[src/rtl/lr_job_sequencer_pkg.sv]
// Shared definitions for the leaky-ReLU job sequencer: sequencer state
// encoding and the Q8.8 number-format constants of the leaky-ReLU datapath.
package lr_pkg;

  localparam int                   LR_DATA_W = 16;
  localparam int                   LR_FRAC_W = 8;
  localparam logic [LR_DATA_W-1:0] LR_ONE    = 16'h0100;

  typedef enum logic [2:0] {
    ST_IDLE   = 3'd0,
    ST_LOAD   = 3'd1,
    ST_STREAM = 3'd2,
    ST_DRAIN  = 3'd3,
    ST_DONE   = 3'd4
  } lr_seq_state_t;

endpackage

[src/rtl/lr_job_sequencer_if.sv]
// Job / row-stream / leaky-ReLU-lane bundle for lr_job_sequencer.
// master: the side issuing jobs, supplying rows and returning result valids.
// slave : the sequencer itself.
interface lr_job_sequencer_if
  import lr_pkg::*;
#(
  parameter int DATA_W = LR_DATA_W,
  parameter int ROW_W  = 16
);

  // job configuration and status
  logic              cfg_start;
  logic [ROW_W-1:0]  cfg_rows;
  logic [DATA_W-1:0] cfg_leak_factor;
  logic              busy;
  logic              done;

  // upstream row stream
  logic              in_valid;
  logic              in_ready;
  logic [DATA_W-1:0] in_data_1;
  logic [DATA_W-1:0] in_data_2;

  // leaky-ReLU stage drive and result return
  logic [DATA_W-1:0] lr_leak_factor_out;
  logic              lr_valid_1_out;
  logic              lr_valid_2_out;
  logic [DATA_W-1:0] lr_data_1_out;
  logic [DATA_W-1:0] lr_data_2_out;
  logic              res_valid_1_in;
  logic              res_valid_2_in;

  modport master (
    output cfg_start, cfg_rows, cfg_leak_factor,
    output in_valid, in_data_1, in_data_2,
    output res_valid_1_in, res_valid_2_in,
    input  busy, done, in_ready,
    input  lr_leak_factor_out, lr_valid_1_out, lr_valid_2_out,
    input  lr_data_1_out, lr_data_2_out
  );

  modport slave (
    input  cfg_start, cfg_rows, cfg_leak_factor,
    input  in_valid, in_data_1, in_data_2,
    input  res_valid_1_in, res_valid_2_in,
    output busy, done, in_ready,
    output lr_leak_factor_out, lr_valid_1_out, lr_valid_2_out,
    output lr_data_1_out, lr_data_2_out
  );

endinterface

[src/rtl/lr_job_sequencer_skew_stage.sv]
// lr_skew_stage: one-cycle valid/data delay that puts lane 2 one cycle
// behind lane 1 to line up with systolic column timing. Data only loads
// with a valid beat so the output holds its last value across bubbles.
module lr_skew_stage
  import lr_pkg::*;
#(
  parameter int DATA_W = LR_DATA_W
) (
  input  logic              clk,
  input  logic              rst,
  input  logic              i_valid,
  input  logic [DATA_W-1:0] i_data,
  output logic              o_valid,
  output logic [DATA_W-1:0] o_data
);

  logic              r_valid;
  logic [DATA_W-1:0] r_data;

  // delay the lane by one cycle; data captured only on valid beats
  always_ff @(posedge clk or negedge rst) begin
    if (!rst) begin
      r_valid <= 1'b0;
      r_data  <= '0;
    end else begin
      r_valid <= i_valid;
      if (i_valid) begin
        r_data <= i_data;
      end
    end
  end

  assign o_valid = r_valid;
  assign o_data  = r_data;

endmodule

[src/rtl/lr_job_sequencer.sv]
// lr_job_sequencer: sequences one matrix tile through the two-lane leaky-ReLU
// stage. Accepts a job (rows, leak factor), pulls rows from the upstream
// buffer, drives both lanes and counts returned results per lane.
// Build option: define LR_SKEW_EN to delay lane 2 by one extra cycle
// (lr_skew_stage); without it both lanes issue in the same cycle.
// rst is asynchronous and active-low.
module lr_job_sequencer
  import lr_pkg::*;
#(
  parameter int DATA_W = LR_DATA_W,
  parameter int ROW_W  = 16
) (
  input  logic                clk,
  input  logic                rst,
  lr_job_sequencer_if.slave   bus
);

  localparam logic [ROW_W-1:0] ROW_ONE = ROW_W'(1);

  lr_seq_state_t     r_state;
  lr_seq_state_t     w_state_next;

  logic [ROW_W-1:0]  r_rows;
  logic [ROW_W-1:0]  r_issued;
  logic [ROW_W-1:0]  r_res_cnt_1;
  logic [ROW_W-1:0]  r_res_cnt_2;
  logic [DATA_W-1:0] r_leak;

  logic              r_valid_1;
  logic              r_valid_2;
  logic [DATA_W-1:0] r_data_1;
  logic [DATA_W-1:0] r_data_2;

  logic              w_start;
  logic              w_in_ready;
  logic              w_xfer;
  logic              w_last_xfer;
  logic              w_count_en;
  logic              w_res_inc_1;
  logic              w_res_inc_2;
  logic [ROW_W-1:0]  w_res_cnt_1_next;
  logic [ROW_W-1:0]  w_res_cnt_2_next;
  logic              w_res_full;

  // Ready depends on state and issue count only, never on in_valid.
  // issued < rows also keeps the all-ones row count from wrapping.
  assign w_in_ready  = (r_state == ST_STREAM) && (r_issued < r_rows);
  assign w_xfer      = w_in_ready && bus.in_valid;
  // rows >= 1 whenever a transfer is possible, so rows-1 cannot underflow here
  assign w_last_xfer = w_xfer && (r_issued == (r_rows - ROW_ONE));

  // Results are counted only while the job is streaming or draining and
  // saturate at the job's row count; excess pulses are dropped.
  assign w_count_en       = (r_state == ST_STREAM) || (r_state == ST_DRAIN);
  assign w_res_inc_1      = w_count_en && bus.res_valid_1_in && (r_res_cnt_1 < r_rows);
  assign w_res_inc_2      = w_count_en && bus.res_valid_2_in && (r_res_cnt_2 < r_rows);
  assign w_res_cnt_1_next = r_res_cnt_1 + ROW_W'(w_res_inc_1);
  assign w_res_cnt_2_next = r_res_cnt_2 + ROW_W'(w_res_inc_2);
  // Completion looks at the post-increment counts so the final result pulse
  // moves DRAIN to DONE in the same cycle it arrives.
  assign w_res_full       = (w_res_cnt_1_next == r_rows) && (w_res_cnt_2_next == r_rows);

  // state register
  always_ff @(posedge clk or negedge rst) begin
    if (!rst) begin
      r_state <= ST_IDLE;
    end else begin
      r_state <= w_state_next;
    end
  end

  // next-state logic and start acceptance
  always_comb begin
    w_state_next = r_state;
    w_start      = 1'b0;
    unique case (r_state)
      ST_IDLE: begin
        if (bus.cfg_start) begin
          w_start      = 1'b1;
          w_state_next = ST_LOAD;
        end
      end
      ST_LOAD: begin
        w_state_next = (r_rows == '0) ? ST_DONE : ST_STREAM;
      end
      ST_STREAM: begin
        if (w_last_xfer) begin
          w_state_next = ST_DRAIN;
        end
      end
      ST_DRAIN: begin
        if (w_res_full) begin
          w_state_next = ST_DONE;
        end
      end
      ST_DONE: begin
        w_state_next = ST_IDLE;
      end
      default: begin
        w_state_next = ST_IDLE;
      end
    endcase
  end

  // job registers and counters; start in IDLE latches the job and clears counts
  always_ff @(posedge clk or negedge rst) begin
    if (!rst) begin
      r_rows      <= '0;
      r_leak      <= '0;
      r_issued    <= '0;
      r_res_cnt_1 <= '0;
      r_res_cnt_2 <= '0;
    end else if (w_start) begin
      r_rows      <= bus.cfg_rows;
      r_leak      <= bus.cfg_leak_factor;
      r_issued    <= '0;
      r_res_cnt_1 <= '0;
      r_res_cnt_2 <= '0;
    end else begin
      if (w_xfer) begin
        r_issued <= r_issued + ROW_ONE;
      end
      r_res_cnt_1 <= w_res_cnt_1_next;
      r_res_cnt_2 <= w_res_cnt_2_next;
    end
  end

  // lane issue registers: valid follows each transfer, data holds across bubbles
  always_ff @(posedge clk or negedge rst) begin
    if (!rst) begin
      r_valid_1 <= 1'b0;
      r_valid_2 <= 1'b0;
      r_data_1  <= '0;
      r_data_2  <= '0;
    end else begin
      r_valid_1 <= w_xfer;
      r_valid_2 <= w_xfer;
      if (w_xfer) begin
        r_data_1 <= bus.in_data_1;
        r_data_2 <= bus.in_data_2;
      end
    end
  end

  assign bus.busy               = (r_state != ST_IDLE);
  assign bus.done               = (r_state == ST_DONE);
  assign bus.in_ready           = w_in_ready;
  assign bus.lr_leak_factor_out = r_leak;
  assign bus.lr_valid_1_out     = r_valid_1;
  assign bus.lr_data_1_out      = r_data_1;

`ifdef LR_SKEW_EN
  logic              w_valid_2_skew;
  logic [DATA_W-1:0] w_data_2_skew;

  lr_skew_stage #(
    .DATA_W (DATA_W)
  ) u_skew (
    .clk     (clk),
    .rst     (rst),
    .i_valid (r_valid_2),
    .i_data  (r_data_2),
    .o_valid (w_valid_2_skew),
    .o_data  (w_data_2_skew)
  );

  assign bus.lr_valid_2_out = w_valid_2_skew;
  assign bus.lr_data_2_out  = w_data_2_skew;
`else
  assign bus.lr_valid_2_out = r_valid_2;
  assign bus.lr_data_2_out  = r_data_2;
`endif

endmodule

[src/flat_wrapper.sv]
// flat-port wrapper written by rule: the top's interface ports become plain ports
module lr_job_sequencer_flat import lr_pkg::*;
#(
  parameter int DATA_W = LR_DATA_W,
  parameter int ROW_W  = 16
)
  (clk, rst, bus_cfg_start, bus_cfg_rows, bus_cfg_leak_factor, bus_in_valid, bus_in_data_1, bus_in_data_2, bus_res_valid_1_in, bus_res_valid_2_in, bus_busy, bus_done, bus_in_ready, bus_lr_leak_factor_out, bus_lr_valid_1_out, bus_lr_valid_2_out, bus_lr_data_1_out, bus_lr_data_2_out);
  lr_job_sequencer_if #(.DATA_W(DATA_W), .ROW_W(ROW_W)) bus_i ();
  input  logic clk;
  input  logic rst;
  input wire logic [$bits(bus_i.cfg_start)-1:0] bus_cfg_start;
  input wire logic [$bits(bus_i.cfg_rows)-1:0] bus_cfg_rows;
  input wire logic [$bits(bus_i.cfg_leak_factor)-1:0] bus_cfg_leak_factor;
  input wire logic [$bits(bus_i.in_valid)-1:0] bus_in_valid;
  input wire logic [$bits(bus_i.in_data_1)-1:0] bus_in_data_1;
  input wire logic [$bits(bus_i.in_data_2)-1:0] bus_in_data_2;
  input wire logic [$bits(bus_i.res_valid_1_in)-1:0] bus_res_valid_1_in;
  input wire logic [$bits(bus_i.res_valid_2_in)-1:0] bus_res_valid_2_in;
  output wire logic [$bits(bus_i.busy)-1:0] bus_busy;
  output wire logic [$bits(bus_i.done)-1:0] bus_done;
  output wire logic [$bits(bus_i.in_ready)-1:0] bus_in_ready;
  output wire logic [$bits(bus_i.lr_leak_factor_out)-1:0] bus_lr_leak_factor_out;
  output wire logic [$bits(bus_i.lr_valid_1_out)-1:0] bus_lr_valid_1_out;
  output wire logic [$bits(bus_i.lr_valid_2_out)-1:0] bus_lr_valid_2_out;
  output wire logic [$bits(bus_i.lr_data_1_out)-1:0] bus_lr_data_1_out;
  output wire logic [$bits(bus_i.lr_data_2_out)-1:0] bus_lr_data_2_out;
  assign bus_i.cfg_start = bus_cfg_start;
  assign bus_i.cfg_rows = bus_cfg_rows;
  assign bus_i.cfg_leak_factor = bus_cfg_leak_factor;
  assign bus_i.in_valid = bus_in_valid;
  assign bus_i.in_data_1 = bus_in_data_1;
  assign bus_i.in_data_2 = bus_in_data_2;
  assign bus_i.res_valid_1_in = bus_res_valid_1_in;
  assign bus_i.res_valid_2_in = bus_res_valid_2_in;
  assign bus_busy = bus_i.busy;
  assign bus_done = bus_i.done;
  assign bus_in_ready = bus_i.in_ready;
  assign bus_lr_leak_factor_out = bus_i.lr_leak_factor_out;
  assign bus_lr_valid_1_out = bus_i.lr_valid_1_out;
  assign bus_lr_valid_2_out = bus_i.lr_valid_2_out;
  assign bus_lr_data_1_out = bus_i.lr_data_1_out;
  assign bus_lr_data_2_out = bus_i.lr_data_2_out;
  lr_job_sequencer #(.DATA_W(DATA_W), .ROW_W(ROW_W)) u_core (.clk(clk), .rst(rst), .bus(bus_i));
endmodule
[config.mk]
export PLATFORM = sky130hd
export DESIGN_NAME = lr_job_sequencer_flat
export DESIGN_NICKNAME = d
export VERILOG_FILES = /design/src/rtl/lr_job_sequencer_pkg.sv /design/src/rtl/lr_job_sequencer_if.sv /design/src/rtl/lr_job_sequencer_skew_stage.sv /design/src/rtl/lr_job_sequencer.sv /design/src/flat_wrapper.sv
export SDC_FILE = /design/constraint.sdc
export NUM_CORES = 1
export LEC_CHECK = 0
export BUFFER_PORTS_ARGS = -buffer_cell sky130_fd_sc_hd__buf_2
export CORE_ASPECT_RATIO = 1.1
export CORE_UTILIZATION = 57
export CTS_BUF_LIST = sky130_fd_sc_hd__clkbuf_16
export DETAILED_ROUTE_END_ITERATION = 8
export PLACE_DENSITY_LB_ADDON = 0.15
export RECOVER_POWER = 100
export SETUP_SLACK_MARGIN = 0.5
export SYNTH_ARGS = -nofsm -noshare
export SYNTH_HDL_FRONTEND = slang
export SYNTH_SLANG_ARGS = --single-unit
export TNS_END_PERCENT = 10
[constraint.sdc]
create_clock -name clk -period 5.3 [get_ports clk]
set_input_delay 0.265 -clock clk [delete_from_list [all_inputs] [get_ports clk]]
set_output_delay 0.265 -clock clk [all_outputs]
set_load 0.01 [all_outputs]
# Yosys cells after proc, flatten, opt, wreduce, memory -nomap -nowiden
# Index checks and enable logic that the tools add are counted.
# W data, S select, Z words.
dict set report totals {
  reg_bits 116
  input_bits 70
  out_inout_bits 53
}
dict set report classes {
  add_sub_neg 4
  n_eq_ne 10
  n_reduce_logical 14
  muxes 11
  n_lt_le_gt_ge 3
}
# operator count
set ops {}
lappend ops {{$mux W16} 4}
lappend ops {{$eq A16 B16 Y1} 3}
lappend ops {{$lt A16 B16 Y1} 3}
lappend ops {{$add A16 B1 Y16} 2}
lappend ops {{$add A16 B1 Y16 const B} 1}
lappend ops {{$logic_not A16 Y1} 1}
lappend ops {{$sub A16 B1 Y16 const B} 1}
lappend ops {{$mux W3} 4}
lappend ops {{$pmux W3 S4} 1}
lappend ops {{$logic_and A1 B1 Y1} 8}
lappend ops {{$eq A3 B2 Y1 const B} 2}
lappend ops {{$ne A2 B1 Y1 const B} 2}
lappend ops {{$eq A3 B1 Y1 const B} 1}
lappend ops {{$eq A3 B3 Y1 const B} 1}
lappend ops {{$logic_not A3 Y1} 1}
lappend ops {{$reduce_and A3 Y1} 1}
lappend ops {{$reduce_bool A3 Y1} 1}
lappend ops {{$mux W1} 2}
lappend ops {{$ne A2 B2 Y1 const B} 1}
lappend ops {{$reduce_bool A2 Y1} 1}
lappend ops {{$logic_or A1 B1 Y1} 1}

# Longest topological paths before layout
# Gate-level depths: netlist of run 1.
dict set report depth {
  ltp_word 9
  mapped_depth 19
}

# Worst setup path before layout of run 1
# OpenSTA, ideal clock, no wires.
dict set report synth_path {
  path_kind {reg2reg}
  start {register u_core.r_rows[1]}
  end {register u_core.r_state[0]}
  required_time_ns 5.167
  stages_incl_launch_ff 19
  t_arrival_ns 4.397
  setup_slack_ns 0.770
  period_less_slack_ns 4.530
  setup_time_ns 0.133
  cell_sequence {dfrtp_1 inv_1 ha_1 a21o_1 a21o_1 a21o_1 a21o_1 a2111oi_0 o31ai_1 a21oi_1 ha_1 nand3_2 nor3_4 nor3b_1 or4_1 or4_1 or4_1 nor4_2 o21ai_0}
}
dict set report synth_between {
  elab_chain_len 7
}
# element line_no
set synth_lines {}
lappend synth_lines {{start, declared} lr_job_sequencer.sv:23} ;# logic [ROW_W-1:0] r_rows;
lappend synth_lines {{start signal, assigned} lr_job_sequencer.sv:114} ;# r_rows <= bus.cfg_rows;
lappend synth_lines {{$lt A16 B16 Y1 (on tied branches)} {lr_job_sequencer.sv:55, lr_job_sequencer.sv:56}}
lappend synth_lines {{$logic_and A1 B1 Y1 (on tied branches)} {lr_job_sequencer.sv:55, lr_job_sequencer.sv:56}}
lappend synth_lines {{$add A16 B1 Y16 (on tied branches)} {lr_job_sequencer.sv:57, lr_job_sequencer.sv:58}}
lappend synth_lines {{$eq A16 B16 Y1} lr_job_sequencer.sv:61} ;# assign w_res_full = (w_res_cnt_1_next == r_rows) && (w_res_cnt_2_next == r_rows);
lappend synth_lines {{$logic_and A1 B1 Y1} lr_job_sequencer.sv:61}
lappend synth_lines {{$ne A2 B1 Y1 (no line)} --}
lappend synth_lines {{$reduce_and A3 Y1 (no line) *} --}
lappend synth_lines {{end signal, assigned} lr_job_sequencer.sv:68} ;# r_state <= w_state_next;
lappend synth_lines {{end, declared} lr_job_sequencer.sv:20} ;# lr_seq_state_t r_state;
# Every way passes the cells marked *; elsewhere a longest branch is shown, timed or not.
# A chain may end at the register's enable or synchronous reset.

# Worst setup path after layout of run 1
dict set report layout_path {
  start {register u_core.r_rows[1]}
  end {register u_core.r_state[1]}
}
dict set report layout_between {
  elab_chain_len 7
}
# element line_no
set layout_lines {}
lappend layout_lines {{$lt A16 B16 Y1 (on tied branches)} {lr_job_sequencer.sv:55, lr_job_sequencer.sv:56}}
lappend layout_lines {{$logic_and A1 B1 Y1 (on tied branches)} {lr_job_sequencer.sv:55, lr_job_sequencer.sv:56}}
lappend layout_lines {{$add A16 B1 Y16 (on tied branches)} {lr_job_sequencer.sv:57, lr_job_sequencer.sv:58}}
lappend layout_lines {{$eq A16 B16 Y1} lr_job_sequencer.sv:61}
lappend layout_lines {{$logic_and A1 B1 Y1} lr_job_sequencer.sv:61}
lappend layout_lines {{$ne A2 B1 Y1 (no line)} --}
lappend layout_lines {{$reduce_and A3 Y1 (no line)} --}
# Parallel ways exist; a longest one is shown, timed or not.

==> flow_metrics.env, run 1 <==
export IMPL_p_int_mw=2.17
export IMPL_clock_latency_ps=420
export IMPL_rsz0062_at_grt="no"
export IMPL_synth_ff_type="dfrtp_1"
export IMPL_area_delta_synth_final_pct=22.6
export IMPL_die_area_mm2=0.0129
export IMPL_cts_tree="yes"
export IMPL_die_w_um=108
export IMPL_io_buffers=122
export IMPL_crit_path_max_fanout=4
export IMPL_p_leak_nw=4.18
export IMPL_clkPwrFrac=0.359
export IMPL_cts_buffers=17
export IMPL_ant_nets=0
export IMPL_max_vdd_ir_drop_mv=0.273
export IMPL_min_from="bus_cfg_rows[10]"
export IMPL_antenna_diode_count=0
export IMPL_synth_warning_count=0
export IMPL_worstHoldEndpoint="u_core.r_rows[10]"
export IMPL_finalSetupViolations=0
export IMPL_grt_pass1_wl_um=32400
export IMPL_tightest_slew_ps=3800
export IMPL_start_kind="register"
export IMPL_crit_path_max_incr_delay_ps=400
export IMPL_vias_per_cell=6.09
export IMPL_num_nets_final=981
export IMPL_synth_commonest_cells="dfrtp_1, nor2_1, ha_1, mux2_2, xnor2_1"
export IMPL_crit_start="u_core.r_rows[1]"
export IMPL_netlist_area_mm2=0.00708
export IMPL_antenna_found_initial=0
export IMPL_syn_nets=830
export IMPL_fin_cells=1026
export IMPL_utilization=0.717
export IMPL_grt_pass1_vias=6377
export IMPL_synth_edf_count=0
export IMPL_power_density_mw_per_mm2=376
export IMPL_crit_path_frequent_cell="buf_4"
export IMPL_reg2reg_depth=25
export IMPL_slew_headroom=-1.53
export IMPL_grt_ovfl_total=0
export IMPL_rows=42
export IMPL_r2r_end="u_core.r_state[1]"
export IMPL_postPlaceCellArea_mm2=0.00791
export IMPL_wire_per_inst_um=19.9
export IMPL_fin_worst_skew_ps=6.35
export IMPL_dp_cells=972
export IMPL_finalCritPeriodShare=0.885
export IMPL_p_sw_frac=0.336
export IMPL_hp_class="input port to register"
export IMPL_p_switching_mw=1.10
export IMPL_htreeDepth=4
export IMPL_combPwrFrac=0.280
export IMPL_status="finished, violations left"
export IMPL_synth_top_area_share=0.410
export IMPL_critPathKind="register to register"
export IMPL_crit_required_ps=5580
export IMPL_cts_root_buffer_cell="clkbuf_16"
export IMPL_power_total_mw=3.26
export IMPL_syn_inst=708
export IMPL_drt_wl_total_um=20400
export IMPL_synth_most_common_cell="dfrtp_1"
export IMPL_synth_area_leader_cell="dfrtp_1"
export IMPL_ios=123
export IMPL_violations="capacitance limit, slew limit"
export IMPL_grt_max_degree=69
export IMPL_cts_clk_slew_worst_paths_ps=60
export IMPL_core_area_mm2=0.0121
export IMPL_rrSetupSlack_ps=610
export IMPL_dp_final_hpwl_um=14900
export IMPL_yosysSeqAreaShare=0.410
export IMPL_synth_cell_types=63
export IMPL_reg2reg_from="u_core.r_rows[1]"
export IMPL_die_h_um=119
export IMPL_async_flop_share=1.00
export IMPL_fin_setup_tns_ps=0
export IMPL_fill_cells=932
export IMPL_final_area_mm2=0.00867
export IMPL_min_period_ps=4690
export IMPL_report_final_slew_viol_count=164
export IMPL_hold_viol_final=0
export IMPL_max_cap_viol_count=3
export IMPL_crit_slowest_cell="dfrtp_1"
export IMPL_via_count=6247
export IMPL_drive_above_1_share=0.243
export IMPL_seq_power_share=0.362
export IMPL_whs_path_depth=3
export IMPL_dr_pass1_iters=5
export IMPL_avgSynthCellArea_um2=9.99
export IMPL_clock_fmax_ghz=0.213
export IMPL_grt_usage=0.337
export IMPL_gp_congestion=0.897
export IMPL_synth_seq_cells=116
export IMPL_initial_core_util=0.585
export IMPL_arrival_ps=4970
export IMPL_drc=0
export IMPL_clockBufferDepth=2
export IMPL_drtIter0Drc=388
export IMPL_clkSinkCount=116
export IMPL_synth_area_leaders="dfrtp_1, ha_1, mux2_2, xnor2_1, nor2_1"
export IMPL_critPathCaptureType="register"
==> state kept, by name, summed over array words and instances, names as in the netlist <==
register and count:
u_core.bus.lr_data_2_out 16, u_core.r_res_cnt_1 16, u_core.r_issued 16, u_core.r_res_cnt_2 16
u_core.r_state 3, u_core.r_rows 16, u_core.bus.lr_data_1_out 16, u_core.bus.lr_leak_factor_out 16
u_core.bus.lr_valid_1_out 1
==> repair_timing <==
action | CTS | global route
resized for setup | 13 | 17
hold endpoints to repair | 30 | 0
pin swaps | 12 | 18
buffers inserted | 15 | 6
endpoints found under the setup margin | 3 | 3
hold buffers | 1 | 0
==> worst max-delay path: cells and delay by family, from the launching register on <==
kind / cells / cell delay (ps)
compound gates: 10 / 1650
fa+ha+maj: 2 / 500
buf+inv: 10 / 1180
flops: 1 / 400
simple gates: 3 / 830
==> cells by family after synthesis <==
group	synth area share
buffers and inverters	0.0295
and+or+nand+nor	0.191
muxes	0.0836
DFF	0.410
xor gates and xnor gates	0.0879
AOI/OAI and AO/OA	0.106
adders and majority gates	0.0920
==> power groups by stage <==
stage / clock, mW / sequential, mW / combinational [mW]
finish: 1.17 / 1.18 / 0.913
global route: 1.22 / 1.20 / 0.994
CTS: 1.18 / 1.17 / 0.886
detailed placement: 0 / 1.19 / 0.777
global placement: 0 / 1.18 / 0.754
floorplan: 0 / 1.18 / 0.458
==> stage by stage <==
step	setup WS [ps]	hold WS (ps)
3_3_place_gp	411	420
2_1_floorplan	770	-30.6
4_1_cts	497	33.9
6_report	608	44.8
3_5_place_dp	232	442
5_1_grt	280	54.7
==> per-layer routing <==
layer / wire length [um] / part of all wire / GRT usage / vias up
met1: 8140 / 0.40 / 0.406 / 3070
met3: 1110 / 0.054 / 0.0531 / 80
met4: 1020 / 0.050 / 0.184 / 0
met2: 10100 / 0.50 / 0.570 / 230
met5: 0 / 0 / 0 / -
li1: - / - / - / 2867
==> area by class of cell <==
type	count	area, um^2	share of cell area
clock inverter	15	166	0.0192
timing repair buffer	159	820	0.0945
multi-input combinational	538	4060	0.468
tap	154	193	0.0222
clock buffer	17	425	0.0491
inverter	27	104	0.0120
sequential	116	2910	0.335
==> how the worst max path moves through the flow <==
stage / to / slack [ps] / depth (start not counted)
6_report: u_core.r_state[1] / 610 / 25
3_3_place_gp: u_core.r_state[0] / 410 / 18
3_5_place_dp: u_core.r_state[0] / 230 / 18
5_1_grt: u_core.r_issued[14] / 280 / 10
4_1_cts: u_core.r_state[2] / 500 / 18
2_1_floorplan: u_core.r_state[0] / 770 / 18
==> cell usage in the layout (no fill, tap or decap), drive strengths merged, types with 5 or more instances in the layout <==
master    n
nor3     15
o21ai    34
clkbuf   72
inv      35
nand4    20
o211ai    6
nor2b     7
nor4     13
xnor2    45
nand4b    5
or3       8
and3     13
nor2     71
and4      5
o21a      6
nand2    43
or4       6
dfrtp   116
nand3    25
buf     103
a21boi    5
a21o     10
mux2     49
ha       52
a211oi    6
a21oi    15
xor2     26
Power figures use the tool's default switching activity.
==> run 2: changes to the inputs <==
--- a/config.mk
+++ b/config.mk
@@ -10,7 +10,7 @@
 export CORE_UTILIZATION = 57
 export CTS_BUF_LIST = sky130_fd_sc_hd__clkbuf_16
 export DETAILED_ROUTE_END_ITERATION = 8
-export PLACE_DENSITY_LB_ADDON = 0.15
+export PLACE_DENSITY = 0.81
 export RECOVER_POWER = 100
 export SETUP_SLACK_MARGIN = 0.5
 export SYNTH_ARGS = -nofsm -noshare
==> flow_metrics.env, run 2 (synthesized netlist as in run 1, its figures left out) <==
export IMPL_rsz0062_at_grt="no"
export IMPL_slew_headroom=-1.51
export IMPL_crit_required_ps=5590
export IMPL_vias_per_cell=6.12
export IMPL_cts_clk_slew_worst_paths_ps=60
export IMPL_critPathCaptureType="register"
export IMPL_hold_viol_final=0
export IMPL_cts_root_buffer_cell="clkbuf_16"
export IMPL_crit_buf_inv=0
export IMPL_min_from="bus_cfg_rows[14]"
export IMPL_drc=0
export IMPL_arrival_ps=5140
export IMPL_die_w_um=108
export IMPL_grt_pass1_vias=6409
export IMPL_crit_path_max_fanout=7
export IMPL_multiInputGateArea_mm2=0.00401
export IMPL_mostFrequentLayoutCells="dfrtp_1, nor2_1, buf_2, clkbuf_1, ha_1"
export IMPL_drive_above_1_share=0.214
export IMPL_violations="capacitance limit, slew limit"
export IMPL_regArea_mm2=0.00290
export IMPL_rrSetupSlack_ps=450
export IMPL_num_nets_final=966
export IMPL_fin_worst_skew_ps=8.02
export IMPL_ios=123
export IMPL_drt_wl_total_um=20600
export IMPL_final_area_mm2=0.00849
export IMPL_cts_buffers=17
export IMPL_clock_fmax_ghz=0.206
export IMPL_reg2reg_depth=17
export IMPL_crit_slowest_cell="or4_1"
export IMPL_power_total_mw=3.17
export IMPL_crit_path_frequent_cell="a21o_1"
export IMPL_wire_per_inst_um=20.4
export IMPL_p_int_mw=2.11
export IMPL_crit_path_max_incr_delay_ps=490
export IMPL_finalSetupViolations=0
export IMPL_clkSinkCount=116
export IMPL_core_area_mm2=0.0121
export IMPL_antenna_found_initial=0
export IMPL_io_buffers=122
export IMPL_dp_final_hpwl_um=15100
export IMPL_r2r_end="u_core.r_state[0]"
export IMPL_start_kind="register"
export IMPL_hp_class="input port to register"
export IMPL_worstHoldEndpoint="u_core.r_rows[14]"
export IMPL_report_final_slew_viol_count=157
export IMPL_grt_usage=0.343
export IMPL_min_period_ps=4850
export IMPL_crit_chain="ha_1 > a21o_1 > a21o_1 > a21o_1 > a21o_1 > a2111oi_4 > o31ai_2 > a21oi_2 > ha_2 > nand3_1 > nor3_4 > nor3b_1 > or4_1 > or4_1 > or4_4 > nor4_1 > o21ai_1"
export IMPL_grt_max_degree=69
export IMPL_p_switching_mw=1.06
export IMPL_gp_congestion=0.910
export IMPL_grt_ovfl_total=0
export IMPL_fin_cells=1011
export IMPL_dp_cells=973
export IMPL_clkPwrFrac=0.368
export IMPL_crit_family="simple AND/OR/NAND/NOR gates"
export IMPL_whs_path_depth=3
export IMPL_grt_pass1_wl_um=33100
export IMPL_cts_tree="yes"
export IMPL_htreeDepth=4
export IMPL_clockBufferDepth=2
export IMPL_postCtsHoldBufs=0
export IMPL_antenna_diode_count=0
export IMPL_finalCritPeriodShare=0.915
export IMPL_reg2reg_from="u_core.r_res_cnt_1[1]"
export IMPL_via_count=6189
export IMPL_utilization=0.703
export IMPL_drtIter0Drc=463
export IMPL_seq_power_share=0.377
export IMPL_final_common_cell="dfrtp_1"
export IMPL_postPlaceCellArea_mm2=0.00792
export IMPL_status="finished, violations left"
export IMPL_p_sw_frac=0.333
export IMPL_power_density_mw_per_mm2=373
export IMPL_tightest_slew_ps=3760
export IMPL_critPathKind="register to register"
export IMPL_rows=42
export IMPL_combPwrFrac=0.255
export IMPL_ant_nets=0
export IMPL_die_area_mm2=0.0129
export IMPL_fin_setup_tns_ps=0
export IMPL_fill_cells=924
export IMPL_area_delta_synth_final_pct=20.0
export IMPL_max_cap_viol_count=3
export IMPL_clock_latency_ps=420
export IMPL_die_h_um=119
export IMPL_p_leak_nw=4.11
export IMPL_max_vdd_ir_drop_mv=0.284
export IMPL_dr_pass1_iters=5
export IMPL_initial_core_util=0.585
run 2: cell count changes in the layout (fill, tap and decap cells not counted), sizes merged:
cell,change
buf,-17
bufinv,+1
clkbuf,+3
clkinv,+3
clkinvlp,+1
dlygate4sd3,-1
inv,-5
run 2: tightest hold or removal path, cell delays in order:
cell and delay, ps:
buf_2 70, nand2_1 30, o21ai_0 60
run 2: power by group through the flow:
stage	Sequential, mW	Clock (mW)	Combinational (mW)
floorplan	1.18	0	0.458
global placement	1.19	0	0.742
detailed placement	1.20	0	0.773
CTS	1.19	1.17	0.813
global route	1.21	1.21	0.883
finish	1.20	1.17	0.809
run 2: worst max path at each step:
stage,start,endpoint,cells after the start
after floorplan,u_core.r_rows[1],u_core.r_state[0],18
after global placement,u_core.r_rows[1],u_core.r_state[0],18
after detailed placement,u_core.r_rows[1],u_core.r_state[0],18
after CTS,u_core.r_res_cnt_1[1],u_core.r_state[0],17
after global routing,u_core.r_rows[9],u_core.r_state[0],17
final,u_core.r_res_cnt_1[1],u_core.r_state[0],17
run 2: per-stage QoR:
step           setup WS (ps)  hold WS (ps)
2_1_floorplan            770         -30.6
3_5_place_dp             233           441
5_1_grt                  300          66.1
3_3_place_gp             391           443
4_1_cts                  551          5.04
6_report                 448          50.5
run 2: layer usage:
metal	GRT usage	part of all wire	routed length [um]
met3	0.0712	0.066	1360
met1	0.426	0.39	8110
met2	0.570	0.50	10300
met5	0	0	0
met4	0.156	0.041	840
run 2: layout make-up:
type / instances / area share
multi-input combinational: 538 / 0.472
sequential: 116 / 0.342
timing repair buffer: 144 / 0.0818
clock buffer: 17 / 0.0501
tap: 154 / 0.0227
clock inverter: 15 / 0.0196
inverter: 27 / 0.0119
run 2: repair_timing:
action | in CTS | in global routing
gates resized for setup | 10 | 8
buffers inserted | 5 | 1
pin swaps | 11 | 5
endpoints found under the setup margin | 3 | 2
==> run 3: changes to the inputs <==
--- a/config.mk
+++ b/config.mk
@@ -7,6 +7,7 @@
 export LEC_CHECK = 0
 export BUFFER_PORTS_ARGS = -buffer_cell sky130_fd_sc_hd__buf_2
 export CORE_ASPECT_RATIO = 1.1
+export CORE_MARGIN = 2
 export CORE_UTILIZATION = 57
 export CTS_BUF_LIST = sky130_fd_sc_hd__clkbuf_16
 export DETAILED_ROUTE_END_ITERATION = 8
==> flow_metrics.env, run 3 (synthesized netlist as in run 1, its figures left out) <==
export IMPL_status="finished, violations left"
export IMPL_violations="capacitance limit, slew limit"
export IMPL_clkPwrFrac=0.367
export IMPL_crit_buf_inv=2
export IMPL_finalCritPeriodShare=0.905
export IMPL_drive_above_1_share=0.225
export IMPL_ios=123
export IMPL_core_area_mm2=0.0121
export IMPL_grt_max_degree=75
export IMPL_area_delta_synth_final_pct=20.5
export IMPL_gp_congestion=0.926
export IMPL_clkSinkCount=116
export IMPL_final_area_mm2=0.00852
export IMPL_max_cap_viol_count=3
export IMPL_min_period_ps=4800
export IMPL_ant_nets=0
export IMPL_hold_viol_final=0
export IMPL_p_sw_frac=0.341
export IMPL_antenna_diode_count=0
export IMPL_crit_path_frequent_cell="a21o_1"
export IMPL_slew_headroom=-1.72
export IMPL_rsz0062_at_grt="yes"
export IMPL_num_nets_final=964
export IMPL_drc=0
export IMPL_p_switching_mw=1.09
export IMPL_clock_latency_ps=430
export IMPL_rrSetupSlack_ps=500
export IMPL_grtUsageMet1=0.393
export IMPL_crit_chain="inv_2 > ha_1 > a21o_1 > a21o_1 > a21o_1 > a21o_1 > a2111oi_4 > o31ai_2 > a21oi_2 > ha_2 > buf_4 > nand3_4 > or3_1 > xnor2_1 > nand2_1 > or3b_1 > or4_1 > nor4_1 > a211oi_1"
export IMPL_vias_per_cell=6.13
export IMPL_seq_power_share=0.372
export IMPL_initial_core_util=0.585
export IMPL_postCtsHoldBufs=0
export IMPL_fill_cells=913
export IMPL_crit_family="simple AND/OR/NAND/NOR gates"
export IMPL_wire_per_inst_um=20.4
export IMPL_grt_use_met3=0.0623
export IMPL_rows=42
export IMPL_critPathKind="register to register"
export IMPL_fin_cells=1009
export IMPL_drt_wl_total_um=20600
export IMPL_dr_pass1_iters=5
export IMPL_max_vdd_ir_drop_mv=0.307
export IMPL_p_int_mw=2.10
export IMPL_grt_ovfl_total=0
export IMPL_dp_final_hpwl_um=14700
export IMPL_combPwrFrac=0.261
export IMPL_die_h_um=121
export IMPL_postPlaceCellArea_mm2=0.00789
export IMPL_grt_busiest_layer="met2"
export IMPL_cts_clk_slew_worst_paths_ps=60
export IMPL_clockBufferDepth=2
export IMPL_grt_pass1_wl_um=32700
export IMPL_io_buffers=122
export IMPL_cts_buffers=17
export IMPL_arrival_ps=5080
export IMPL_die_area_mm2=0.0133
export IMPL_critPathCaptureType="register"
export IMPL_fin_worst_skew_ps=7.77
export IMPL_met2_usage=0.564
export IMPL_cts_tree="yes"
export IMPL_dp_cells=969
export IMPL_finalSetupViolations=0
export IMPL_report_final_slew_viol_count=165
export IMPL_hp_class="input port to register"
export IMPL_power_density_mw_per_mm2=375
export IMPL_drtIter0Drc=411
export IMPL_mostFrequentLayoutCells="dfrtp_1, nor2_1, buf_2, clkbuf_1, ha_1"
export IMPL_holdWs_ps=43.2
export IMPL_p_leak_nw=4.09
export IMPL_via_count=6186
export IMPL_antenna_found_initial=0
export IMPL_final_common_cell="dfrtp_1"
export IMPL_start_kind="register"
export IMPL_htreeDepth=4
export IMPL_crit_path_max_incr_delay_ps=490
export IMPL_power_total_mw=3.19
export IMPL_crit_slowest_cell="or3_1"
export IMPL_clock_fmax_ghz=0.209
export IMPL_tightest_slew_ps=4080
export IMPL_die_w_um=110
export IMPL_crit_path_max_fanout=7
export IMPL_fin_setup_tns_ps=0
export IMPL_grt_usage=0.327
export IMPL_grt_pass1_vias=6377
export IMPL_cts_root_buffer_cell="clkbuf_16"
export IMPL_crit_required_ps=5580
==> run 3: cell count changes in the layout (fill, tap and decap cells not counted), moves of 2 or more <==
cell      change
inv_6         +5
inv_1         -4
clkinv_2      -2
dfrtp_1       -2
dfrtp_2       +2
inv_2         +2
==> run 3: final timing paths <==
check	start	end	depth (start not counted)
setup / recovery	u_core.r_rows[1]	u_core.r_state[1]	19
hold / removal	bus_cfg_rows[9]	u_core.r_rows[9]	3
setup reg to reg	u_core.r_rows[1]	u_core.r_state[1]	19
hold reg to reg	u_core.bus.lr_leak_factor_out[2]	u_core.bus.lr_leak_factor_out[2]	1
max in group asynchronous	rst	u_core.bus.lr_data_2_out[5]	2
min in group asynchronous	rst	u_core.r_res_cnt_2[4]	1
==> run 3: per-layer routing <==
layer	wire length [um]	vias to the layer above	part of all wire
li1	-	2834	-
met1	7970	3019	0.39
met2	10600	275	0.51
met3	1290	58	0.063
met4	733	0	0.036
met5	0	-	0
==> run 3: tightest hold or removal path: stages <==
cell,delay [ps]
buf_2,80
nand2_1,40
o21ai_0,50
==> run 3: area by class of cell <==
type	count	area [um^2]	area share
tap	154	193	0.0226
timing repair buffer	142	683	0.0802
clock buffer	17	425	0.0499
inverter	27	101	0.0119
multi-input combinational	538	4050	0.475
clock inverter	15	169	0.0198
sequential	116	2910	0.341
==> run 3: power groups by stage <==
stage               sequential (mW)  combinational [mW]  clock, mW
finish                         1.19               0.833       1.17
global route                   1.20               0.913       1.22
CTS                            1.18               0.819       1.18
detailed placement             1.19               0.758          0
global placement               1.19               0.732          0
floorplan                      1.18               0.458          0
==> run 3: per-stage QoR <==
| step | utilization | worst slack (ps) |
|---|---|---|
| 6_report | 0.705 | 504 |
| 5_1_grt | 0.705 | 260 |
| 4_1_cts | 0.709 | 517 |
| 3_5_place_dp | 0.652 | 224 |
| 3_3_place_gp | 0.652 | 450 |
| 2_1_floorplan | - | 770 |
==> run 3: what timing repair did <==
item                       4_1_cts  5_1_grt
gates resized for setup         11       16
setup buffers                    7        1
setup endpoints to repair        3        3
pin swaps                       10       13
